<file path="config.mk">
export PLATFORM = sky130hd
export DESIGN_NAME = clock_monitor
export DESIGN_NICKNAME = d
export VERILOG_FILES = /design/src/rtl/clock_monitor_pkg.sv /design/src/rtl/sync_edge_detect.sv /design/src/rtl/clock_monitor.sv
export SDC_FILE = /design/constraint.sdc
export NUM_CORES = 1
export LEC_CHECK = 0
export ABC_AREA = 1
export CAP_MARGIN = 20
export CORE_ASPECT_RATIO = 0.8
export CORE_MARGIN = 2
export CORE_UTILIZATION = 54
export DETAILED_ROUTE_END_ITERATION = 6
export PLACE_DENSITY = 0.85
export SLEW_MARGIN = 20
export SYNTH_ARGS = -nofsm -noshare
export SYNTH_HDL_FRONTEND = slang
export SYNTH_SLANG_ARGS = --single-unit
</file>
<file path="constraint.sdc">
create_clock -name clock_in -period 4.3 [get_ports clock_in]
set_clock_uncertainty 0.2 [all_clocks]
set_input_delay 0.86 -clock clock_in [delete_from_list [all_inputs] [get_ports clock_in]]
set_output_delay 0.86 -clock clock_in [all_outputs]
set_load 0.005 [all_outputs]
</file>
<file path="src/rtl/clock_monitor_pkg.sv">
// Shared types and widths for the clock_monitor block.
package clock_monitor_pkg;

  localparam int CNT_W = 28;
  localparam int ERR_W = 8;

  typedef enum logic [1:0] {
    IDLE    = 2'd0,
    ACQUIRE = 2'd1,
    LOCKED  = 2'd2,
    LOST    = 2'd3
  } state_t;

  function automatic logic [CNT_W-1:0] sat_inc_cnt(input logic [CNT_W-1:0] v);
    return (&v) ? v : v + CNT_W'(1);
  endfunction

endpackage

</file>
<file path="src/rtl/sync_edge_detect.sv">
// Optional two-flop synchronizer, history flop and registered rise/fall strobes.
// Synchronizer present only when CLOCK_MONITOR_SYNC_EN is defined.
module sync_edge_detect (
  input  logic clock_in,
  input  logic reset_n,
  input  logic slow_clk,
  output logic rise_pulse,
  output logic fall_pulse,
  output logic edge_det
);

  logic sync;
  logic hist;
  logic rise;
  logic fall;

`ifdef CLOCK_MONITOR_SYNC_EN
  logic [1:0] sync_ff;

  always_ff @(posedge clock_in or negedge reset_n) begin
    if (!reset_n) begin
      sync_ff <= 2'b00;
    end else begin
      sync_ff <= {sync_ff[0], slow_clk};
    end
  end

  assign sync = sync_ff[1];
`else
  // slow_clk must already be a register in the clock_in domain here.
  assign sync = slow_clk;
`endif

  assign rise     = sync & ~hist;
  assign fall     = ~sync & hist;
  assign edge_det = rise | fall;

  always_ff @(posedge clock_in or negedge reset_n) begin
    if (!reset_n) begin
      hist       <= 1'b0;
      rise_pulse <= 1'b0;
      fall_pulse <= 1'b0;
    end else begin
      hist       <= sync;
      rise_pulse <= rise;
      fall_pulse <= fall;
    end
  end

endmodule

</file>
<file path="src/rtl/clock_monitor.sv">
// Slow-clock monitor: edge strobes, half-period measurement, lock/loss tracking.
// Build with CLOCK_MONITOR_SYNC_EN for an asynchronous slow_clk.
//   state   | meaning
//   IDLE    | waiting for the first edge, nothing measured yet
//   ACQUIRE | measuring, counting consecutive in-tolerance half-periods
//   LOCKED  | stable; an out-of-tolerance half-period counts an error
//   LOST    | no edge for TIMEOUT cycles; next edge restarts acquisition
module clock_monitor
  import clock_monitor_pkg::*;
#(
  parameter logic [CNT_W-1:0] EXPECTED_HALF = 28'd5,
  parameter logic [CNT_W-1:0] TOLERANCE     = 28'd1,
  parameter int               LOCK_COUNT    = 4,
  parameter logic [CNT_W-1:0] TIMEOUT       = 28'd20
) (
  input  logic             clock_in,
  input  logic             reset_n,
  input  logic             slow_clk,
  output logic             rise_pulse,
  output logic             fall_pulse,
  output logic [CNT_W-1:0] half_period,
  output logic             period_valid,
  output logic             locked,
  output logic             lost,
  output logic [ERR_W-1:0] error_count
);

  // Bounds kept one bit wider so EXPECTED_HALF+TOLERANCE cannot wrap.
  localparam logic [CNT_W:0]   TOL_HI = {1'b0, EXPECTED_HALF} + {1'b0, TOLERANCE};
  localparam logic [CNT_W-1:0] TOL_LO = (EXPECTED_HALF > TOLERANCE) ?
                                        (EXPECTED_HALF - TOLERANCE) : '0;
  localparam logic [CNT_W-1:0] TIMEOUT_LAST = TIMEOUT - CNT_W'(1);
  localparam logic [3:0]       LOCK_RUN     = 4'(LOCK_COUNT);

  state_t           state_q, state_d;
  logic [CNT_W-1:0] cnt_q;
  logic [3:0]       run_q, run_d;
  logic [ERR_W-1:0] err_q, err_d;
  logic             edge_det;
  logic [CNT_W-1:0] meas;
  logic             in_tol;
  logic             timeout_hit;
  logic             take_meas;

  sync_edge_detect u_sync_edge_detect (
    .clock_in   (clock_in),
    .reset_n    (reset_n),
    .slow_clk   (slow_clk),
    .rise_pulse (rise_pulse),
    .fall_pulse (fall_pulse),
    .edge_det   (edge_det)
  );

  assign meas        = sat_inc_cnt(cnt_q);
  assign in_tol      = (meas >= TOL_LO) && ({1'b0, meas} <= TOL_HI);
  assign timeout_hit = (cnt_q == TIMEOUT_LAST);

  always_comb begin
    state_d   = state_q;
    run_d     = run_q;
    err_d     = err_q;
    take_meas = 1'b0;
    case (state_q)
      IDLE: begin
        if (edge_det) begin
          state_d = ACQUIRE;
          run_d   = 4'd0;
        end
      end
      ACQUIRE: begin
        if (edge_det) begin
          take_meas = 1'b1;
          if (in_tol) begin
            run_d = run_q + 4'd1;
            if (run_q + 4'd1 >= LOCK_RUN) begin
              state_d = LOCKED;
            end
          end else begin
            run_d = 4'd0;
          end
        end else if (timeout_hit) begin
          state_d = LOST;
        end
      end
      LOCKED: begin
        if (edge_det) begin
          take_meas = 1'b1;
          if (!in_tol) begin
            err_d   = (&err_q) ? err_q : err_q + ERR_W'(1);
            run_d   = 4'd0;
            state_d = ACQUIRE;
          end
        end else if (timeout_hit) begin
          state_d = LOST;
        end
      end
      LOST: begin
        if (edge_det) begin
          state_d = ACQUIRE;
          run_d   = 4'd0;
        end
      end
      default: begin
        state_d = IDLE;
        run_d   = 4'd0;
      end
    endcase
  end

  always_ff @(posedge clock_in or negedge reset_n) begin
    if (!reset_n) begin
      state_q      <= IDLE;
      cnt_q        <= '0;
      run_q        <= 4'd0;
      err_q        <= '0;
      half_period  <= '0;
      period_valid <= 1'b0;
    end else begin
      state_q      <= state_d;
      cnt_q        <= edge_det ? '0 : sat_inc_cnt(cnt_q);
      run_q        <= run_d;
      err_q        <= err_d;
      period_valid <= take_meas;
      if (take_meas) begin
        half_period <= meas;
      end
    end
  end

  assign locked      = (state_q == LOCKED);
  assign lost        = (state_q == LOST);
  assign error_count = err_q;

endmodule

</file>
[Word level (Yosys, flattened, before mapping)]
Cells that the tools add are included.
W data, S select, Z words.
Word-level totals
  bits in registers: 74
  latch bits: 0
  memory bits (writable): 0
  ROM bits: 0
  output and inout bits: 41
  word-level logic and storage cells: 60
  memories: 0
Cells by class
  add/subtract/negate cells: 3
  multipliers: 0
  divide/modulo/power cells: 0
  magnitude comparators: 3
  equality and inequality tests: 11
  shift operators: 0
  mux-type cells: 18
  bitwise gates (word level): 7
  reduce and logical (&&, ||, !) cells: 9
Operators with widths (count)
  $mux W28: 2
  $add A28 B1 Y28 const B: 1
  $eq A28 B5 Y1 const B: 1
  $ge A28 B3 Y1 const B: 1
  $le A28 B3 Y1 const B: 1
  $reduce_and A28 Y1: 1
  $mux W4: 5
  $mux W2: 7
  $pmux W4 S3: 1
  $reduce_and A4 Y1: 3
  $ne A3 B3 Y1 const B: 3
  $add A8 B1 Y8 const B: 1
  $reduce_and A8 Y1: 1
  $pmux W2 S3: 1
  $add A4 B1 Y4 const B: 1
  $eq A2 B2 Y1 const B: 2
  $ge A4 B3 Y1 const B: 1
  $ne A2 B1 Y1 const B: 2
  $ne A2 B2 Y1 const B: 2
  $not A1 Y1: 4
  $reduce_or A2 Y1: 2
  $and A1 B1 Y1: 2
  $eq A2 B1 Y1 const B: 1
  $logic_not A2 Y1: 1
  3 further kinds: 4

[Logic depth before layout (Yosys ltp)]
Gate-level depths: netlist of the first run.
  depth in word-level cells: 7
  mapped depth: 20
  mapped depth without buffers: 18

[By module]
Synthesis of the first run repeated with hierarchy kept, for this count alone.
Unflattened totals
  cells, all modules: 535
  area total of the unflattened synthesis: 4112.7 µm²
Modules (own cells, without submodules)
  clock_monitor: times used 1, cells an instance 527, area an instance 4001.3 µm², seq. area each 1776.7 µm²
  sync_edge_detect: times used 1, cells an instance 8, area an instance 111.4 µm², seq. area each 75.1 µm²

[Least setup slack after synthesis of the first run]
OpenSTA, ideal clock, no wires.
  path type: register to register
  start: reg cnt_q[0]
  end: reg err_q[3] (netlist: error_count[3])
  arrival: 2173 ps
  slack: 1802 ps
  cell stages (with the launch flop): 17
  buffers on the path: 2
  cells stage by stage: dfrtp_1 -> ha_1 -> buf_2 -> nand2_2 -> nor2_4 -> nand2_4 -> nor2_8 -> nand2_4 -> buf_6 -> nand3b_1 -> nor2_1 -> nand4_1 -> nor2_1 -> nand3_4 -> nand2_2 -> nor2_1 -> xor2_1
Between the ends
  word-level cells in the longest chain between the ends: 6
  elaborated cells between the ends (all ways): 8
Ends and longest elaborated chain
  start, declared: line clock_monitor.sv:36  | logic [CNT_W-1:0] cnt_q;
  start signal, assigned: line clock_monitor.sv:120  | cnt_q <= edge_det ? '0 : sat_inc_cnt(cnt_q);
  $add A28 B1 Y28 / $reduce_and A28 Y1 (equally long branches): line clock_monitor_pkg.sv:15  | return (&v) ? v : v + CNT_W'(1);
  $mux W28 (*)
  $ge A28 B3 Y1 / $le A28 B3 Y1 (equally long branches): line clock_monitor.sv:55  | assign in_tol = (meas >= TOL_LO) && ({1'b0, meas} <= TOL_HI);
  $logic_and A1 B1 Y1 (*): line clock_monitor.sv:55
  $not A1 Y1 (no source line) (*)
  $reduce_and A4 Y1 (no source line) (*)
  end signal, assigned: line clock_monitor.sv:122  | err_q <= err_d;
  end, declared: line clock_monitor.sv:38  | logic [ERR_W-1:0] err_q, err_d;
Every way passes the cells marked *; elsewhere a longest branch is shown, timed or not.
A chain may end at the register's enable or synchronous reset.

[Worst setup path in the final report of the first run]
  start: reg cnt_q[0]
  end: reg run_q[1]
Between the ends
  word-level cells in the longest chain between the ends: 7
  elaborated cells between the ends (all ways): 11
Ends and longest elaborated chain
  $add A28 B1 Y28 / $reduce_and A28 Y1 (equally long branches): line clock_monitor_pkg.sv:15
  $mux W28 (*)
  $ge A28 B3 Y1 / $le A28 B3 Y1 (equally long branches): line clock_monitor.sv:55
  $logic_and A1 B1 Y1 (*): line clock_monitor.sv:55
  $mux W4: line clock_monitor.sv:73  | if (in_tol) begin
  $mux W4: line clock_monitor.sv:71  | if (edge_det) begin
  $pmux W4 S3: line clock_monitor.sv:63  | case (state_q)
  end signal, assigned: line clock_monitor.sv:121  | run_q <= run_d;
  end, declared: line clock_monitor.sv:37  | logic [3:0] run_q, run_d;
Every way passes the cells marked *; elsewhere a longest branch is shown, timed or not. The select of a mux whose other input is x is not followed.

==> results of run 1 <==
==> layer usage <==
layer	routed length (um)	part of all wire (%)	global-route usage, %	vias to the layer above
met1	5030	50	40.5	1712
met2	4310	42	37.7	145
li1	-	-	-	1752
met5	0	0	0	-
met3	730	7.2	4.77	13
met4	84	0.83	7.84	0
==> Yosys cell counts <==
cell type	n	area share (%)
o21ai_1	3	0.37
ha_1	9	2.8
o21ai_2	2	0.43
a31oi_1	7	1.1
o31ai_1	1	0.18
inv_1	61	5.6
or2_0	1	0.15
nor2_4	5	1.4
a21oi_1	6	0.74
buf_6	3	0.83
nor2_8	1	0.49
xnor2_1	10	2.1
clkbuf_1	8	0.74
nor3_1	5	0.61
dfrtp_1	74	45
nand3_2	1	0.25
xor2_2	1	0.40
o21ai_0	25	3.1
buf_2	1	0.12
xor2_1	8	1.7
nand3_1	36	4.4
nor2_2	7	1.1
nand2_4	2	0.55
nand3b_1	5	0.92
a311oi_1	1	0.21
nand3_4	1	0.43
nand2_2	6	0.92
nand4_1	14	2.1
or2_2	2	0.31
nand2_1	144	13
nor4_1	4	0.61
buf_1	1	0.092
inv_2	1	0.092
nor2_1	69	6.4
clkinv_1	1	0.092
==> cell families after synthesis <==
logic type	after synthesis	synth area share, %
xor+xnor	19	4.27
buf+inv	76	7.58
flops	74	45.4
fa+ha+maj	9	2.76
simple gates	303	33.9
compound gates	45	6.08
==> final cells by class <==
cell class	count	area, um^2
clock buffer	9	124
clock inverter	7	124
fill	633	2530
inverter	63	236
multi-input combinational	376	1920
sequential	74	1850
tap	90	113
timing repair buffer	47	458
==> critical path: cells and delay by family (launching register included) <==
kind,cells,cell delay (ps)
compound gates,1,170
fa+ha+maj,1,380
buf+inv,1,200
flops,1,460
simple gates,13,1910
==> report_power, final <==
| group | internal [mW] | switching (mW) |
|---|---|---|
| clock | 0.390 | 0.279 |
| sequential | 0.770 | 0.0622 |
| combinational | 0.220 | 0.269 |
==> placed cells by master, fill, tap and decap left out, types with 8 or more instances in the layout <==
cell,instances
clkbuf_8,9
clkdlybuf4s50_1,42
dfrtp_1,74
ha_1,9
inv_1,61
nand2_1,144
nand3_1,36
nand4_1,14
nor2_1,69
o21ai_0,25
xnor2_1,10
xor2_1,8
==> final timing paths <==
check,start,end,slack [ps],depth (start not counted)
min in group asynchronous,reset_n,cnt_q[24],430,1
max in group asynchronous,reset_n,half_period[1],2880,1
setup reg to reg,cnt_q[0],run_q[1],890,16
hold reg to reg,half_period[23],half_period[23],290,2
setup / recovery,cnt_q[0],run_q[1],890,16
hold / removal,half_period[23],half_period[23],290,2
==> state kept, by name (all words and copies together) (netlist names) <==
| register | count |
|---|---|
| period_valid | 1 |
| error_count | 8 |
| cnt_q | 28 |
| u_sync_edge_detect.rise_pulse | 1 |
| run_q | 4 |
| u_sync_edge_detect.fall_pulse | 1 |
| half_period | 28 |
| state_q | 2 |
| u_sync_edge_detect.hist | 1 |
==> impl_metrics.yaml, run 1 <==
finish:
  final_cells: 666
  synthToLayoutAreaGrowth_pct: 18.3
  finalInstanceArea_um2: 4820
  antenna_cells: 0
  post_route_cells_drive_above_1_share_pct: 8.68
  final_util_pct: 65.5
  nets: 583
placed_design:
  gp_congestion: 1.01
  dp_slack_ps: 896
  port_buffers: 43
  dpl.cell_count: 650
  hpwl_mm: 7.56
  dpl_cell_area_um2: 4570
timing:
  fin_crit_sh_pct: 79.3
  fin_ws_ps: 892
  slew_headroom_pct: 39.2
  setup_viol: 0
  grt_setup_unrepaired: "no"
  timing.setup.tns_ps: 0
  fin_crit_ps: 3410
  drv_slew: 0
  fin_hold_ws_ps: 291
  fmax_ghz: 0.293
  tightest_slew_ps: 905
  hold_viol_final: 0
cts:
  clockRootBuffer: "clkbuf_8"
  cts_resized: 0
  cts_num_sinks: 74
  cts_buffers: 9
  cts_htree_levels: 3
  clock_path_buffers: 2
  cts_setup_buffers: 0
  clk_pin_slew_ps: 80
  insertion_delay_ps: 360
  cts_hold_buf: 0
  tritoncts: "yes"
worst_setup_path:
  cp_slowest_stage_delay_ps: 460
  arrival_ps: 3490
  worstSetupEndpointType: "flip-flop"
  crit_path_start_kind: "flip-flop"
  timing.critical_path.required_ps: 4380
  path_max_fanout: 34
  path_class: "reg2reg"
  path_cells: "ha_1, nand2_2, nor2_4, nand2_4, nor2_8, nand2_4, inv_2, nor2_1, nand3_1, nor2_1, nand2_1, nor2_4, nand3_4, nor2_2, nand3_2, o21ai_1"
  cp_slowest_cell: "dfrtp_1"
routing:
  drt_iter0_markers: 249
  postRouteAntennaNets: 0
  drc: 0
  first_pass_iters: 5
  wl_per_cell_um: 15.2
  vias: 3622
  totalWireLength_mm: 10.2
  viasPerCell: 5.44
grt:
  antenna_found_initial: 0
  track_usage_pct: 26.3
  grt_max_degree: 75
  grt_pass1_wl_mm: 16.4
  grt_pass1_vias: 3317
  grt-ovfl-total: 0
floorplan:
  fp.dieH_um: 81.7
  initial_core_util_pct: 55.4
  coreArea_um2: 7360
  die_area_um2: 8260
  die_w_um: 101
  num_rows: 28
  ios: 44
logic_synthesis:
  yosysSeqAreaShare_pct: 45.4
  avgSynthCellArea_um2: 7.75
  synth_cell_type_count: 35
  syn_nets: 538
  synth-seq-cells: 74
  synth_area_um2: 4080
  ys_warn_count: 0
  synthCells: 526
power_and_ir_drop:
  ir_drop_v: 0.000244
  p_leak_nw: 2.35
  power.total_mw: 1.99
  powerDensity_nw_per_um2: 413
job:
  maxCapViolCount: 0
run_status:
  status: "complete, no violations"
min_path:
  hp-class: "reg2reg"
(Power assumes the default switching activity.)
==> inputs of run 2 (changes only) <==
--- a/config.mk
+++ b/config.mk
@@ -9,9 +9,9 @@
 export CAP_MARGIN = 20
 export CORE_ASPECT_RATIO = 0.8
 export CORE_MARGIN = 2
-export CORE_UTILIZATION = 54
+export CORE_UTILIZATION = 51
 export DETAILED_ROUTE_END_ITERATION = 6
-export PLACE_DENSITY = 0.85
+export PLACE_DENSITY = 0.84
 export SLEW_MARGIN = 20
 export SYNTH_ARGS = -nofsm -noshare
 export SYNTH_HDL_FRONTEND = slang
==> constraint.sdc (replaced) <==
create_clock -name clock_in -period 2.9 [get_ports clock_in]
set_clock_uncertainty 0.2 [all_clocks]
set_input_delay 0.58 -clock clock_in [delete_from_list [all_inputs] [get_ports clock_in]]
set_output_delay 0.58 -clock clock_in [all_outputs]
set_load 0.005 [all_outputs]
==> run 2 against run 1 <==
Sequential power up 48%; hold slack lost 280 ps; setup slack worse by 710 ps; final cell count rose by 6.3%; largest cell class unchanged.
==> impl_metrics.yaml, run 2 (same netlist as run 1, synthesis figures left out) <==
run_status:
  status: "complete, no violations"
routing:
  first_pass_iters: 5
  drt_iter0_markers: 184
  postRouteAntennaNets: 0
  totalWireLength_mm: 10.8
  vias: 3717
  viasPerCell: 5.25
  wl_per_cell_um: 15.2
  drc: 0
timing:
  drv_slew: 0
  grt_setup_unrepaired: "no"
  timing.setup.tns_ps: 0
  slew_headroom_pct: 61.9
  fin_crit_sh_pct: 93.6
  fmax_ghz: 0.368
  fin_ws_ps: 185
  tightest_slew_ps: 572
  hold_viol_final: 0
  fin_crit_ps: 2720
  setup_viol: 0
grt:
  grt_max_degree: 38
  grt_pass1_wl_mm: 18.0
  track_usage_pct: 26.2
  grtUsageMet3_pct: 7.73
  gr-usage-met1_pct: 37.8
  grt-ovfl-total: 0
  met2_usage_pct: 37.5
  busiest_layer: "met1"
  antenna_found_initial: 0
  grt_pass1_vias: 3563
finish:
  antenna_cells: 0
  layout_common_cells: "144 x nand2_1, 69 x dfrtp_1, 65 x nor2_1"
  post_route_cells_drive_above_1_share_pct: 14.2
  final_util_pct: 64.6
  layout_commonest_cell: "nand2_1"
  nets: 607
  synthToLayoutAreaGrowth_pct: 24.2
floorplan:
  fp.dieH_um: 84.0
  num_rows: 29
  die_w_um: 104
  initial_core_util_pct: 52.0
  die_area_um2: 8730
  ios: 44
  coreArea_um2: 7840
worst_setup_path:
  cp_slowest_cell: "dfrtp_1"
  arrival_ps: 2800
  worstSetupEndpointType: "flip-flop"
  crit_path_start_kind: "flip-flop"
  path_common_cell: "nand2_1"
  cp_slowest_stage_delay_ps: 420
  timing.critical_path.required_ps: 2980
  path_class: "reg2reg"
  path_cells: "buf_4, nand2_1, nor2_1, nand2_1, nor2_4, nand2_8, inv_4, nor2_2, nand2_1, nor2_1, nand2_1, nor2_4, nand3_4, nor2_2, nand3_2, o21ai_1"
  path_max_fanout: 18
  r2r_slack_ps: 180
min_path:
  hp-class: "in2async"
cts:
  insertion_delay_ps: 360
  clock_path_buffers: 2
  clk_pin_slew_ps: 90
  clockRootBuffer: "clkbuf_8"
  cts_buffers: 9
  cts_htree_levels: 3
  cts_num_sinks: 74
  tritoncts: "yes"
power_and_ir_drop:
  ir_drop_v: 0.000380
  powerDensity_nw_per_um2: 571
  p_leak_nw: 2.43
placed_design:
  dp_slack_ps: 10.4
  hpwl_mm: 8.11
  gp_congestion: 0.980
  port_buffers: 43
job:
  maxCapViolCount: 0
==> run 2: changes by cell type in the layout (fill, tap and decap cells not counted), sizes merged <==
| cell | change |
|---|---|
| buf | +24 |
| clkinvlp | +2 |
| bufinv | -1 |
| clkinv | -1 |
==> run 2: final cells by class <==
type	instances	area, um^2
Clock inverter	7	100
Clock buffer	9	124
Timing Repair Buffer	71	636
Sequential cell	74	1860
Inverter	63	239
Tap cell	108	135
Fill cell	730	2780
Multi-Input combinational cell	376	1970
==> run 2: power breakdown <==
group	switching [mW]	internal, mW	leakage, nW
registers	0.0912	1.14	0.994
logic	0.400	0.344	1.34
clock network	0.423	0.490	0.102
total	0.914	1.98	2.43
==> run 2: routing by layer <==
layer  part of all wire [%]  wire (um)
met1                     48       5200
met2                     42       4500
met3                    7.7        828
met4                    2.2        237
met5                      0          0
==> run 2: critical path, delay by kind of cell, from the launching register on <==
family                 cells  cell delay, ps
buffers and inverters      2             260
DFF                        1             420
AOI/OAI and AO/OA          1             160
and+or+nand+nor           13            1600
==> run 2: repair_timing <==
item / 4_1_cts / 5_1_grt
pin swaps: 0 / 1
buffers inserted: 0 / 3
hold buffers: 0 / 0
gates resized for setup: 1 / 18
endpoints found under the setup margin: 1 / 12
hold endpoints to repair: 0 / 0
==> run 2: metrics by stage <==
stage | hold slack (ps) | total power [mW] | cells | cell area [um^2]
floorplan | 84.4 | 1.64 | 526 | 4080
global placement | 261 | 1.96 | 689 | 4750
finish | 14.7 | 2.89 | 708 | 5060
detailed placement | 265 | 1.99 | 689 | 4750
global route | 43.5 | 3.05 | 708 | 5060
CTS | 26.9 | 2.90 | 705 | 4980
==> run 2: path summary, 6_finish.rpt <==
| kind | from | end | cells after the start |
|---|---|---|---|
| setup reg to reg | cnt_q[17] | run_q[2] | 16 |
| hold reg to reg | half_period[20] | half_period[20] | 2 |
| max in group asynchronous | reset_n | cnt_q[8] | 2 |
| hold / removal | reset_n | state_q[0] | 1 |
| min in group clock_in | half_period[20] | half_period[20] | 2 |
| setup / recovery | cnt_q[17] | run_q[2] | 16 |
==> inputs of run 3 (changes only) <==
--- a/config.mk
+++ b/config.mk
@@ -6,12 +6,11 @@
 export NUM_CORES = 1
 export LEC_CHECK = 0
 export ABC_AREA = 1
-export CAP_MARGIN = 20
 export CORE_ASPECT_RATIO = 0.8
 export CORE_MARGIN = 2
-export CORE_UTILIZATION = 51
+export CORE_UTILIZATION = 50
 export DETAILED_ROUTE_END_ITERATION = 6
-export PLACE_DENSITY = 0.84
+export PLACE_DENSITY = 0.83
 export SLEW_MARGIN = 20
 export SYNTH_ARGS = -nofsm -noshare
 export SYNTH_HDL_FRONTEND = slang
==> run 3 against run 2 <==
Count of clock-buffer cells in the layout grew 1; largest cell class unchanged; largest power group unchanged; final area shrank 0.64%; hold slack gained 22 ps; global-route usage shrank 0.33 points; first-iteration DRC count grew 25%; combinational power grew 0.5%; core utilization shrank 1.0 points; via count shrank 1.5%; fmax grew 0.39%; setup slack gained 11 ps; register-to-register slack is essentially flat.
==> impl_metrics.yaml, run 3 (same netlist as run 1, synthesis figures left out) <==
cts:
  tritoncts: "yes"
  clockRootBuffer: "clkbuf_8"
  insertion_delay_ps: 370
  cts_num_sinks: 74
  cts_buffers: 9
  clk_pin_slew_ps: 80
  clock_path_buffers: 2
  cts_htree_levels: 3
min_path:
  hp-class: "in2async"
finish:
  finalInstanceArea_um2: 5030
  post_route_cells_drive_above_1_share_pct: 14.7
  final_cells: 705
  layout_common_cells: "144 x nand2_1, 65 x dfrtp_1, 64 x nor2_1"
  antenna_cells: 0
  layout_commonest_cell: "nand2_1"
  synthToLayoutAreaGrowth_pct: 23.4
  nets: 604
worst_setup_path:
  path_max_fanout: 6
  arrival_ps: 2800
  timing.critical_path.required_ps: 2990
  reg2reg_to: "run_q[1]"
  path_cells: "ha_2, nand2_2, nor2_4, nand2_4, nor2_8, nand2_1, o21ai_2, nand2_1, nor2_1, nand2_1, nor2_4, nand3_4, nor2_2, nand3_2, o21ai_2"
  cp_slowest_cell: "dfrtp_1"
  worstSetupEndpointType: "flip-flop"
  r2r_slack_ps: 200
  crit_path_start_kind: "flip-flop"
  path_common_cell: "nand2_1"
  path_class: "reg2reg"
  ff2ff_path_depth: 15
  r2r_start: "cnt_q[1]"
  cp_slowest_stage_delay_ps: 380
grt:
  grt_pass1_vias: 3515
  grt_pass1_wl_mm: 17.8
  grt-ovfl-total: 0
  track_usage_pct: 25.9
  grt_max_degree: 75
  antenna_found_initial: 0
placed_design:
  dp_slack_ps: 2.22
  hpwl_mm: 7.93
  gp_congestion: 0.942
  port_buffers: 43
  dpl_cell_area_um2: 4730
  dpl.cell_count: 684
routing:
  totalWireLength_mm: 10.7
  top_layer: "met4"
  wl_met2_mm: 4.56
  viasPerCell: 5.19
  vias: 3662
  drt_iter0_markers: 230
  first_pass_iters: 5
  postRouteAntennaNets: 0
  met1Wirelength_mm: 5.20
  drc: 0
  wl_met3_um: 838
  wl_per_cell_um: 15.2
floorplan:
  die_area_um2: 8900
  coreArea_um2: 7910
  die_w_um: 105
  fp.dieH_um: 84.8
  num_rows: 29
  ios: 44
  initial_core_util_pct: 51.5
timing:
  hold_viol_final: 0
  fin_ws_ps: 195
  setup_viol: 0
  drv_slew: 0
  fin_hold_ws_ps: 36.6
  fin_crit_ps: 2700
  slew_headroom_pct: 67.7
  fmax_ghz: 0.370
  tightest_slew_ps: 480
  fin_crit_sh_pct: 93.3
power_and_ir_drop:
  ir_drop_v: 0.000480
  seqPwrFrac_pct: 43.5
  combPwrFrac_pct: 26.4
  p_sw_uw: 916
  p_int_mw: 1.92
  switching_share_pct: 32.4
  clock_power_share_pct: 30.0
  powerDensity_nw_per_um2: 563
  p_leak_nw: 2.41
run_status:
  status: "complete, no violations"
job:
  maxCapViolCount: 0
[run 3: changes by cell type in the layout (fill, tap and decap cells not counted), moves of 3 or more]
cell,delta
dfrtp_2,+4
nor2_2,+4
dfrtp_1,-4
nor2_4,-3
buf_4,-4
[run 3: layer usage]
metal / up-vias / GRT usage, %
li1: 1805 / -
met3: 14 / 6.68
met4: 0 / 7.88
met1: 1714 / 37.7
met5: - / 0
met2: 129 / 38.0
[run 3: final cells by class]
class	instances	area [um^2]
Clock inverter	6	71.3
Clock buffer	10	138
Inverter	63	239
Fill cell	715	2880
Tap cell	108	135
Sequential cell	74	1860
Multi-Input combinational cell	376	1960
Timing Repair Buffer	68	626
[run 3: power by group through the flow]
| stage | Clock [mW] | Sequential (mW) | Combinational (mW) |
|---|---|---|---|
| global route | 0.917 | 1.25 | 0.832 |
| floorplan | 0 | 1.25 | 0.395 |
| global placement | 0 | 1.24 | 0.716 |
| detailed placement | 0 | 1.25 | 0.736 |
| finish | 0.851 | 1.23 | 0.748 |
| CTS | 0.872 | 1.23 | 0.748 |
[run 3: worst max-delay path: cells and delay by family (launching register included)]
family	cells	cell delay, ps
flip-flops	1	380
AND/OR/NAND/NOR	12	1520
adder cells (fa/ha/maj)	1	230
AO/OA/AOI/OAI	2	310
[run 3: timing repair]
action                                  CTS  global route
buffers inserted                          0             5
resized for setup                         1            21
hold buffers                              0             0
pin swaps                                 0             3
endpoints found under the setup margin    5            14
[run 3: how the worst max path moves through the flow]
| stage | end | slack (ps) | depth (start not counted) | startpoint |
|---|---|---|---|---|
| after CTS | run_q[1] | 30 | 16 | cnt_q[0] |
| after global placement | error_count[4] | -40 | 16 | cnt_q[0] |
| after floorplan | error_count[3] | 400 | 16 | cnt_q[0] |
| final | run_q[1] | 200 | 15 | cnt_q[1] |
| after detailed placement | run_q[1] | 2 | 16 | cnt_q[1] |
| after global routing | run_q[1] | -0.5 | 16 | cnt_q[10] |
[run 3: per-stage QoR]
stage	power (mW)	utilization (%)	setup TNS (ps)
2_1_floorplan	1.64	-	0
3_3_place_gp	1.96	59.8	-196
3_5_place_dp	1.99	59.8	0
4_1_cts	2.85	62.4	0
5_1_grt	2.99	63.6	-0.525
6_report	2.83	63.6	0
